File: src/rtl/max_pool_2x2_pkg.sv
// Shared constants and types for the 2x2 fp32 max-pooling block.
// Defines the data width and the IEEE-754 single-precision field layout.
package max_pool_2x2_pkg;

  localparam int DATA_W   = 32;
  localparam int SIGN_BIT = 31;
  localparam int MAG_MSB  = 30;
  localparam int MAG_LSB  = 0;

  typedef logic [DATA_W-1:0] fp32_t;

endpackage

File: src/rtl/max_pool_2x2_fp32_max.sv
// Combinational IEEE-754 single-precision max of two operands.
// Ties (including +0 vs -0) return the first operand, a.
module fp32_max
  import max_pool_2x2_pkg::*;
(
  input  logic [DATA_W-1:0] a,
  input  logic [DATA_W-1:0] b,
  output logic [DATA_W-1:0] y
);

  logic               sa;
  logic               sb;
  logic [MAG_MSB:0]   ma;
  logic [MAG_MSB:0]   mb;
  logic               b_wins;

  // b replaces a only when it is strictly greater under IEEE ordering
  always_comb begin
    sa     = a[SIGN_BIT];
    sb     = b[SIGN_BIT];
    ma     = a[MAG_MSB:MAG_LSB];
    mb     = b[MAG_MSB:MAG_LSB];
    b_wins = 1'b0;
    priority case (1'b1)
      (ma == '0) && (mb == '0): b_wins = 1'b0;
      sa != sb:                 b_wins = sa;
      !sa:                      b_wins = (mb > ma);
      default:                  b_wins = (mb < ma);
    endcase
    y = b_wins ? b : a;
  end

endmodule

File: src/rtl/max_pool_2x2.sv
// Streaming 2x2 max-pool over a raster fp32 image, stride 2.
// Even rows fill a half-width line buffer; odd rows emit pooled pixels.
module max_pool_2x2
  import max_pool_2x2_pkg::*;
#(
  parameter int IMG_WIDHT  = 30,
  parameter int IMG_HEIGHT = 30
) (
  input  logic              clk,
  input  logic              rst,
  input  logic [DATA_W-1:0] Data_In,
  input  logic              Valid_In,
  output logic [DATA_W-1:0] Data_Out,
  output logic              Valid_Out
);

  localparam int CW   = (IMG_WIDHT > 1) ? $clog2(IMG_WIDHT) : 1;
  localparam int RW   = (IMG_HEIGHT > 1) ? $clog2(IMG_HEIGHT) : 1;
  localparam int LB_D = (IMG_WIDHT / 2 > 0) ? IMG_WIDHT / 2 : 1;
  localparam int AW   = (LB_D > 1) ? $clog2(LB_D) : 1;

  logic [CW-1:0]     col;
  logic [RW-1:0]     row;
  logic [DATA_W-1:0] pending;
  logic [DATA_W-1:0] line_buf [LB_D];

  logic [AW-1:0]     lb_addr;
  logic [DATA_W-1:0] lb_rd;
  logic [DATA_W-1:0] h_max;
  logic [DATA_W-1:0] v_max;
  logic              col_last;
  logic              row_last;
  logic              col_odd;
  logic              row_odd;
  logic              lb_we;
  logic              out_fire;

  // position decode and line-buffer port control
  always_comb begin
    col_last = (col == CW'(IMG_WIDHT - 1));
    row_last = (row == RW'(IMG_HEIGHT - 1));
    col_odd  = col[0];
    row_odd  = row[0];
    lb_addr  = AW'(col >> 1);
    lb_we    = !rst && Valid_In && col_odd && !row_odd;
    out_fire = Valid_In && col_odd && row_odd;
    lb_rd    = line_buf[lb_addr];
  end

  fp32_max u_h_max (
    .a (pending),
    .b (Data_In),
    .y (h_max)
  );

  fp32_max u_v_max (
    .a (lb_rd),
    .b (h_max),
    .y (v_max)
  );

  // raster counters, pending operand and pooled output register
  always_ff @(posedge clk) begin
    if (rst) begin
      col       <= '0;
      row       <= '0;
      pending   <= '0;
      Data_Out  <= '0;
      Valid_Out <= 1'b0;
    end else begin
      Valid_Out <= 1'b0;
      if (Valid_In) begin
        col <= col_last ? '0 : col + 1'b1;
        if (col_last) begin
          row <= row_last ? '0 : row + 1'b1;
        end
        if (!col_odd) begin
          pending <= Data_In;
        end
        if (out_fire) begin
          Data_Out  <= v_max;
          Valid_Out <= 1'b1;
        end
      end
    end
  end

  // line buffer holds even-row horizontal maxima; never read before written
  always_ff @(posedge clk) begin
    if (lb_we) begin
      line_buf[lb_addr] <= h_max;
    end
  end

endmodule

File: config.mk
export PLATFORM = sky130hd
export DESIGN_NAME = max_pool_2x2
export DESIGN_NICKNAME = d
export VERILOG_FILES = /design/src/rtl/max_pool_2x2_pkg.sv /design/src/rtl/max_pool_2x2_fp32_max.sv /design/src/rtl/max_pool_2x2.sv
export SDC_FILE = /design/constraint.sdc
export NUM_CORES = 1
export LEC_CHECK = 0
export CAP_MARGIN = 40
export CELL_PAD_IN_SITES_DETAIL_PLACEMENT = 1
export CELL_PAD_IN_SITES_GLOBAL_PLACEMENT = 2
export CORE_ASPECT_RATIO = 0.75
export CORE_MARGIN = 3
export CORE_UTILIZATION = 40
export DETAILED_ROUTE_END_ITERATION = 8
export PLACE_DENSITY = 0.83
export SETUP_SLACK_MARGIN = 0.1
export SYNTH_ARGS = -nofsm -noshare
export SYNTH_HDL_FRONTEND = slang
export SYNTH_SLANG_ARGS = --single-unit
File: constraint.sdc
create_clock -name clk -period 7.88 [get_ports clk]
set_input_delay 1.576 -clock clk [delete_from_list [all_inputs] [get_ports clk]]
set_output_delay 1.576 -clock clk [all_outputs]
set_load 0.05 [all_outputs]
==> Word-level counts from Yosys, hierarchy flattened <==
Memory sizes are Yosys's and may differ from the RTL's. A register that Yosys moved wholly into a read port is not among the register bits.
Index checks and enable logic that the tools add are counted.
{ "classes": {"add_sub_neg": 2, "n_lt_le_gt_ge": 4, "n_eq_ne": 4, "n_mux": 15, "bitwise_logic": 2, "reduce_logical": 17} }
{ "ops": {"columns": ["operator", "n"], "rows": [
  ["logical NOT 31 bit", 4],
  ["two-way mux 32 bit", 2],
  ["> comparator 31 bit", 2],
  ["< comparator 31 bit", 2],
  ["adder 5 x 1 -> 5 bit (second input constant)", 2],
  ["equality test 5 bit (second input constant)", 2],
  ["two-way mux 5 bit", 2],
  ["two-way mux 1 bit", 9],
  ["two-way mux 4 bit", 2],
  ["logical AND 1 bit", 7],
  ["AND reduction 2 bit", 3],
  ["logical NOT 1 bit", 2],
  ["!= test 1 bit", 2],
  ["inverter 1 bit", 2],
  ["OR reduction 2 bit", 1]
]} }
{ "word_totals": {"ff_bits": 75, "ramBits": 480, "inputBits": 35, "out_inout_bits": 33, "wordCells": 50, "mem_count": 1} }
{ "memory_table": {"columns": ["memory", "depth", "width", "rd", "rd_clocked_by_memory_dff", "wr", "line_no", "rtl"], "rows": [
  ["line_buf", 15, 32, 1, 1, 1, "max_pool_2x2.sv:25", "logic [DATA_W-1:0] line_buf [LB_D];"]
]} }

==> Longest topological paths before layout <==
Gate-level depths: netlist of the first run.
{ "logic_depth": {"word_depth": 10, "mapped_depth": 23, "ltp_nobuf": 20} }

==> Modules after synthesis <==
From an unflattened synthesis of the first run, not the netlist that was laid out.
{ "unflattened": {"hier_cells": 1502, "area_unflattened_um2": 24081.8} }
{ "by_module_without_submodules": {"columns": ["module", "instances", "cells_each", "area_each_um2", "seq_area_each_um2"], "rows": [
  ["max_pool_2x2", 1, 1154, 21119.0, 15995.3],
  ["fp32_max", 2, 174, 1481.4, 0.0]
]} }

==> Least setup slack after synthesis of the first run <==
OpenSTA, ideal clock, no wires.
{ "synth_timing": {"path_type": "input -> register", "from": "input port Data_In[29]", "to": "register Data_Out[0]", "t_arrival_ns": 6.389, "path_slack_ns": 1.355, "stages": 21, "path_buffers": 2, "cell_sequence": "ha_1 -> nand4_1 -> nor4_2 -> o311ai_1 -> and4b_1 -> a211o_1 -> nor2_1 -> clkbuf_1 -> o21ai_0 -> ha_1 -> a21o_1 -> a21o_1 -> a21o_1 -> a21o_1 -> a21o_1 -> a211o_1 -> or3b_2 -> and3_1 -> o211ai_1 -> buf_2 -> a211oi_1"} }
{ "synth_via": {"elab_chain_len": 10, "word_cells_on_any_way": 17} }
{ "synth_lines": {"columns": ["element", "line_no", "rtl"], "rows": [
  ["from (decl)", "max_pool_2x2.sv:11", "input logic [DATA_W-1:0] Data_In,"],
  ["> comparator 31 bit or < comparator 31 bit (tied branches)", "max_pool_2x2_fp32_max.sv:27, max_pool_2x2_fp32_max.sv:28", null],
  ["two-way mux 1 bit (2 in series)", "max_pool_2x2_fp32_max.sv:24", "priority case (1'b1)"],
  ["two-way mux 1 bit (*)", "max_pool_2x2_fp32_max.sv:24", null],
  ["two-way mux 32 bit (*)", "max_pool_2x2_fp32_max.sv:30", "y = b_wins ? b : a;"],
  ["via h_max[15]", "max_pool_2x2.sv:29", "logic [DATA_W-1:0] h_max;"],
  ["> comparator 31 bit or < comparator 31 bit (tied branches)", "max_pool_2x2_fp32_max.sv:27, max_pool_2x2_fp32_max.sv:28", null],
  ["two-way mux 1 bit (2 in series)", "max_pool_2x2_fp32_max.sv:24", null],
  ["two-way mux 1 bit (*)", "max_pool_2x2_fp32_max.sv:24", null],
  ["two-way mux 32 bit (*)", "max_pool_2x2_fp32_max.sv:30", null],
  ["to (signal assigned)", "max_pool_2x2.sv:81", "Data_Out <= v_max;"],
  ["to (decl)", "max_pool_2x2.sv:13", "output logic [DATA_W-1:0] Data_Out,"]
]} }
Mark *: on every way through the listed nets, which the timed path passes. The rest lies on a longest branch.
A chain may end at the register's enable or synchronous reset.

==> Final worst setup path of the first run <==
{ "layout_timing": {"from": "input port Data_In[22]", "to": "register Data_Out[17]"} }
The elaborated chain is that of the path after synthesis.

==> results of run 1 <==
-- state kept, by name, indices dropped and copies added, names as in the netlist, named ones only --
name and count:
Data_Out 32, Valid_Out 1, col 5, line_buf 480, pending 32, row 5
-- layout by cell type (no fill, tap or decap), drive strengths merged, types with 6 or more instances in the layout --
cell type,n
a2111o,11
a2111oi,17
a211oi,25
a21o,12
a21oi,58
and3,6
buf,80
clkbuf,70
clkdlybuf4s50,66
clkinv,21
dfxtp,79
edfxtp,480
ha,65
inv,71
mux2i,33
mux4,128
nand2,133
nand2b,20
nand3,44
nand3b,12
nand4,15
nor2,52
nor3,21
nor4,22
o21a,6
o21ai,80
o21bai,20
o311ai,12
-- area by class of cell --
class,instances,area [sq um],area share
multi-input combinational,828,7530,0.271
inverter,68,255,0.00918
timing repair buffer,146,1270,0.0457
clock inverter,29,282,0.0101
tap,790,988,0.0356
sequential,559,16000,0.576
clock buffer,70,1460,0.0526
-- per-stage QoR --
stage	total power, mW	setup slack [ns]	hold slack, ns	area (sq um)	util
after floorplan	3.77	1.35	0.436	24100	-
after global placement	4.00	0.550	0.446	26000	0.439
after detailed placement	4.03	0.250	0.452	26000	0.440
after CTS	6.58	0.875	0.461	27800	0.469
after global routing	6.78	0.361	0.481	27800	0.469
final	6.55	0.739	0.457	27800	0.469
-- synthesized netlist by cell type, drive strengths merged (2+ instances only) --
cell type  count
a211o          2
dfxtp         79
o21bai        20
or3b           2
nor2          52
a2111oi       17
edfxtp       480
o21a           6
a41oi          2
nor4          22
and4           2
nor2b          2
clkbuf        56
xor2           2
mux4         128
o21ai         80
buf           33
nand2b        20
and3           6
o2111a         4
ha            65
nand3         44
o311ai        12
nand2        133
a211oi        25
a21oi         58
nor3          21
mux2i         33
a21o          12
nand3b        12
o211ai         2
inv           68
or4            3
a2111o        11
nand4         15
-- worst max-delay path, stage by stage --
cell and delay, ns:
clkdlybuf4s50_1 0.53, ha_1 0.37, nand4_1 0.22, nor3_1 0.38, o311ai_1 0.22, and4b_1 0.27, a211o_1 0.35, nor2_2 0.32
buf_4 0.28, o21ai_1 0.13, ha_1 0.23, a21o_1 0.18, a21o_1 0.17, a21oi_1 0.14, o211ai_1 0.11, a221oi_1 0.49
nor2_1 0.11, o21ai_0 0.27, nand3_2 0.37, buf_4 0.33, a2111oi_0 0.47, a211oi_1 0.09
-- power groups by stage --
stage	clock (mW)	combinational, mW	sequential (mW)
after global placement	0	0.611	3.39
after CTS	2.61	0.644	3.33
after global routing	2.74	0.706	3.33
final	2.57	0.649	3.32
after detailed placement	0	0.640	3.39
after floorplan	0	0.393	3.37
-- path summary, 6_finish.rpt --
path,to,cells past startpoint,startpoint
worst max-delay path,Data_Out[17],22,Data_In[22]
worst min register to register,pending[4],2,pending[4]
worst min-delay path,pending[4],2,pending[4]
worst max register to register,Data_Out[17],22,pending[27]
-- layer usage --
metal / wire, um / up-vias / share of wire
li1: - / 6317 / -
met1: 30700 / 7890 / 0.43
met2: 32500 / 606 / 0.46
met3: 6460 / 91 / 0.091
met4: 1510 / 0 / 0.021
met5: 0 / - / 0
-- kinds of logic after synthesis --
group | share of synthesized area
muxes | 0.134
and+or+nand+nor | 0.0672
xor gates and xnor gates | 0.00109
AOI/OAI and AO/OA | 0.0724
adders and majority gates | 0.0338
buffers and inverters | 0.0271
DFF | 0.665
==> metrics.md, run 1 <==
| Metric | Value |
|---|---|
| Status | finished clean |
| Synth top area cells | edfxtp_1 (60%), mux4_2 (12%), dfxtp_1 (6.6%), ha_1 (3.4%), nand2_1 (2.1%) |
| DRT Pass-1 Iters | 5 |
| Final min period | 7.14 ns |
| Clock Path Buffers | 3 |
| WL final | 71100 um |
| Synth-to-Final Area Change | 15.5% |
| Via-to-Cell Ratio | 5.99 |
| Final hold viol count | 0 |
| Met3 GRT Util | 0.0600 |
| Internal power | 4.98 mW |
| Power Dens Cells | 236 nW/um^2 |
| Net Sw Frac | 0.240 |
| Via Count | 14900 |
| Startpoint types | input port |
| NetSw | about 1.6 mW |
| Inst Count DP | around 2400 |
| Synthesized net count | about 1600 |
| Starting density of the core | 0.406 |
| Ys async rst share | 0 |
| Rel. slew slack | 0.435 |
| Syn Inst Count | roughly 1500 |
| Post-CTS Resized | 0 |
| Met2 usage | 0.343 |
| Share of cells above drive strength 1 | 0.191 |
| Non-filler cells, final | around 2500 |
| Number of flops mapped to enable cells by yosys | 480 |
| Standby leakage power | 9.12 nW |
| Seq pwr share | 0.508 |
| Register area share after synthesis | 0.665 |
| Worst skew pair latency | approximately 0.60 ns |
| Initial antenna violation count | 1 |
| Clock buffer count from CTS | 53 |
| CTS clk-pin slew, worst paths | ~0.07 ns |
| Synthesized cell area | between 20000 and 25000 sq um |
| Average cell area after synthesis | 15.6 sq um |
| Cts hold-fix bufs | 0 |
| Period utilization | 0.906 |
| Row count | 77 |
| CTS tree | yes |
| Gpl congestion | 0.922 |
| DP Wirelength | 45100 um |
| Ant. Diodes | 0 |
| H-tree depth | 2 |
| Yosys warns | 0 |
| Global-route wire length before repair | between 100000 and 150000 um |
| Synth Flop Type | edfxtp_1 |
| Crit Path Class | input port to flop |
| Hold WC Path Type | flop to flop |
| Area of the core | a little under 60000 sq um |
| Total GRT Usage | 0.226 |
| Gr busiest metal | met2 |
| Clock share of power | 0.393 |
| #FFs+latches synth | around 560 |
| Worst EP required | 8.35 ns |
| Max Freq | ~0.14 GHz |
| Die height | 218 um |
| Max-cap violation count | 0 |
| Area share of the largest cell type after synthesis | 0.599 |
| Max-slew violations | 0 |
| RSZ-0062 raised after global routing | no |
| Final setup fails | 0 |
| Vias in the first global route | approximately 15000 |
| Die area | 63200 sq um |
| Final TNS setup | 0 ns |
| CP arrival | around 7.6 ns |
| Worst slew pin tran | 0.848 ns |
| Routed len/inst | 28.5 um |
| Comb pwr share | 0.099 |
| Post-synth cell types | 61 |
| Iteration-0 DRC Markers | 1773 |
| Largest net degree at the start of global routing | 55 |
| Final clock skew | 0.0331 ns |
| Clk sinks | 559 |
| Number of setup buffers added after CTS | 0 |
| CP Max Fanout | 16 |
| Antenna Violating Nets Remaining | 0 |
| Die width | 289 um |
| VDD IR max | 0.188 mV |
| Port bufs | 67 |
| Drt drc | 0 |
| Yosys top cell by area | edfxtp_1 |
| Fillers | 5760 |
| Worst setup EP type | flop |
| Final #Nets | 1756 |
| Total gr overflow | 0 |
| Grt met1 use | 0.328 |
| CTS root buf | clkbuf_16 |
| # IOs | just under 70 |
| Reg-to-reg slack, setup | 1.87 ns |
Note: power is estimated with default switching activity, not from simulation.
==> inputs of run 2 (changes only) <==
--- a/config.mk
+++ b/config.mk
@@ -11,9 +11,12 @@
 export CORE_ASPECT_RATIO = 0.75
 export CORE_MARGIN = 3
 export CORE_UTILIZATION = 40
+export CTS_CLUSTER_SIZE = 30
 export DETAILED_ROUTE_END_ITERATION = 8
-export PLACE_DENSITY = 0.83
+export PLACE_DENSITY = 0.82
 export SETUP_SLACK_MARGIN = 0.1
+export SLEW_MARGIN = 15
 export SYNTH_ARGS = -nofsm -noshare
 export SYNTH_HDL_FRONTEND = slang
+export SYNTH_HIERARCHICAL = 1
 export SYNTH_SLANG_ARGS = --single-unit
==> run 2 against run 1 <==
Core utilization shrank 0.42 points. Critical path depth shrank 4. Routed wire length shrank 9.5%. Non-clock buffer count shrank 39. Cell count shrank 2.7%. Design area shrank 0.90%. Critical endpoint is now Data_Out[0]. Largest cell class unchanged. Highest routed layer unchanged.
==> metrics.md, run 2 <==
| Metric | Value |
|---|---|
| Die width | 289 um |
| Gr busiest metal | met2 |
| Gpl congestion | 0.811 |
| Most common cell after layout, fill and taps aside | edfxtp_1 |
| # IOs | 68 |
| Via Count | 14000 |
| Placed Area | 25700 sq um |
| CTS tree | yes |
| Die height | between 200 and 250 um |
| Worst setup EP type | flop |
| R2r worst-path depth | 18 |
| Worst setup startpoint | Data_In[10] |
| Most frequent cells in the layout | edfxtp_1 (480), nand2_1 (180), a21oi_1 (93), dfxtp_1 (77), inv_1 (71) |
| Total Power | 6.67 mW |
| Row count | 77 |
| DP Wirelength | roughly 40000 um |
| CTS root buf | clkbuf_16 |
| Reg-to-reg slack, setup | 2.12 ns |
| Max-cap violation count | 0 |
| Non-filler cells, final | 2423 |
| Drt drc | 0 |
| Clk sinks | 559 |
| Yosys top cell by area | edfxtp_1 |
| Clock buffer count from CTS | between 50 and 60 |
| Area share of the largest cell type after synthesis | 0.599 |
| Syn Inst Count | 1502 |
| Share of cells above drive strength 1 | 0.175 |
| Synth Flop Type | edfxtp_1 |
| Final #Nets | 1687 |
| Yosys warns | 6 |
| Port bufs | 67 |
| Hold path endpoint | Data_Out[3] |
| Largest net degree at the start of global routing | 81 |
| Final hold viol count | 0 |
| Top reg by flops | line_buf |
| Design area | 27500 sq um |
| Clock share of power | 0.400 |
| Total gr overflow | 0 |
| Hold Path Depth | 2 |
| Final TNS setup | 0 ns |
| Starting density of the core | 0.406 |
| Multi-input gate area | about 7400 sq um |
| Total GRT Usage | 0.205 |
| CP arrival | between 7 and 8 ns |
| Vias in the first global route | 14700 |
| Register area share after synthesis | 0.664 |
| Final min period | ~6.8 ns |
| Post-synth cell types | 50 |
| Final clock skew | 0.0326 ns |
| H-tree depth | 2 |
| Inst Count DP | 2320 |
| Die area | 63200 sq um |
| Max-slew violations | 0 |
| Comb pwr share | 0.102 |
| Seq pwr share | 0.498 |
| RR Startpoint | pending[10] |
| Clock Path Buffers | 3 |
| Met2 usage | 0.331 |
| Global-route wire length before repair | 96400 um |
| Synthesized net count | 1603 |
| Status | finished clean |
| WL final | around 64000 um |
| Commonest cells post-synth | edfxtp_1 (480), nand2_1 (180), a21oi_1 (93) |
| Internal power | 5.08 mW |
| Power Dens Cells | 242 nW/um^2 |
| Grt met1 use | 0.297 |
| Count leader, synth | edfxtp_1 |
| Number of flops mapped to enable cells by yosys | between 400 and 500 |
| Final setup fails | 0 |
| Iteration-0 DRC Markers | 1286 |
| Startpoint types | input port |
| Net Sw Frac | 0.239 |
| Rel. slew slack | 0.487 |
| Synth top area cells | edfxtp_1 (60%), dfxtp_1 (6.6%), mux4_2 (6.5%), mux2_4 (3.7%), ha_1 (3.4%) |
| Hold WC Path Type | flop to flop |
| Reg-to-reg endpoint | Data_Out[0] |
| Via-to-Cell Ratio | 5.79 |
| CTS clk-pin slew, worst paths | 0.06 ns |
| Crit Path Class | input port to flop |
| Ys async rst share | 0 |
| Average cell area after synthesis | around 16 sq um |
| Initial antenna violation count | 0 |
| Origin of the worst min-delay path | Data_Out[3] |
| RSZ-0062 raised after global routing | no |
| Post-CTS Resized | 0 |
| Synthesized cell area | 24100 sq um |
| Antenna Violating Nets Remaining | 0 |
| Worst slew pin tran | approximately 0.76 ns |
| Met3 GRT Util | 0.0290 |
| Standby leakage power | 9.21 nW |
| Number of setup buffers added after CTS | 0 |
| VDD IR max | 0.170 mV |
| Max Freq | 0.147 GHz |
| Fillers | 5742 |
| Period utilization | 0.865 |
| Routed len/inst | 26.5 um |
| #FFs+latches synth | 559 |
| Cts hold-fix bufs | 0 |
| Largest registers | line_buf x480, Data_Out x32, pending x32 |
| CP Max Fanout | 31 |
| Synth-to-Final Area Change | 14.4% |
| DRT Pass-1 Iters | 5 |
| Worst EP required | 8.39 ns |
| Register area | 16000 sq um |
| Max reg flops | 480 |
| Worst skew pair latency | 0.63 ns |
| Area of the core | 59300 sq um |
| NetSw | 1.59 mW |
## run 2: cell count changes after synthesis, moves of 25 or more
cell / change
o21ai_0: -61
mux4_1: +27
nand3_1: -29
a21oi_1: +35
a221o_1: +32
mux2_4: +60
nand2_1: +47
mux4_2: -59
a22o_1: +31
o21ai_1: +25
nor2_1: -29
## run 2: power by group through the flow
stage | clock [mW] | combinational [mW] | sequential (mW)
2_1_floorplan | 0 | 0.491 | 3.37
5_1_grt | 2.85 | 0.738 | 3.32
6_report | 2.66 | 0.681 | 3.32
3_3_place_gp | 0 | 0.631 | 3.39
4_1_cts | 2.72 | 0.679 | 3.32
3_5_place_dp | 0 | 0.676 | 3.39
## run 2: stage by stage
| step | hold slack (ns) | setup WS, ns | util |
|---|---|---|---|
| final | 0.453 | 1.06 | 0.465 |
| after global routing | 0.479 | 0.897 | 0.465 |
| after CTS | 0.459 | 1.19 | 0.465 |
| after floorplan | 0.453 | 2.18 | - |
| after global placement | 0.446 | 0.727 | 0.433 |
| after detailed placement | 0.450 | 0.514 | 0.434 |
## run 2: cell families after synthesis
family	Yosys count	share of synthesized area
AOI/OAI and AO/OA	223	0.0611
buffers and inverters	150	0.0335
DFF	559	0.664
adders and majority gates	66	0.0343
xor gates and xnor gates	4	0.00146
and+or+nand+nor	310	0.0598
muxes	190	0.146
## run 2: critical path, stage by stage
cell and delay [ns]:
clkdlybuf4s50_1 0.60, ha_1 0.31, a21oi_1 0.15, o21ai_0 0.13
a221oi_1 0.31, o31ai_1 0.14, a22oi_1 0.16, and4_4 0.67
mux2_4 0.46, ha_1 0.37, nand4_1 0.21, nor4_1 0.73
a211o_1 0.23, and4_4 0.50, buf_12 0.24, mux2_2 0.36
nand2_1 0.07, a21oi_1 0.07
## run 2: how the worst max path moves through the flow
stage / endpoint / slack (ns) / cells past startpoint
after floorplan: Data_Out[18] / 2.18 / 18
after global placement: Data_Out[0] / 0.73 / 18
after detailed placement: Data_Out[0] / 0.51 / 18
after CTS: Data_Out[0] / 1.19 / 18
after global routing: Data_Out[0] / 0.90 / 18
final: Data_Out[0] / 1.06 / 18
## run 2: layout make-up
cell class	instances	area share
clock inverter	31	0.0128
sequential	559	0.581
multi-input combinational	793	0.269
antenna	1	0.0000909
timing repair buffer	107	0.0382
clock buffer	71	0.0536
inverter	71	0.00968
tap	790	0.0359
## run 2: layer usage
metal	vias up	wire length, um
met5	-	0
met4	0	1090
met3	89	4090
met2	492	30200
met1	7372	28900
li1	6087	-
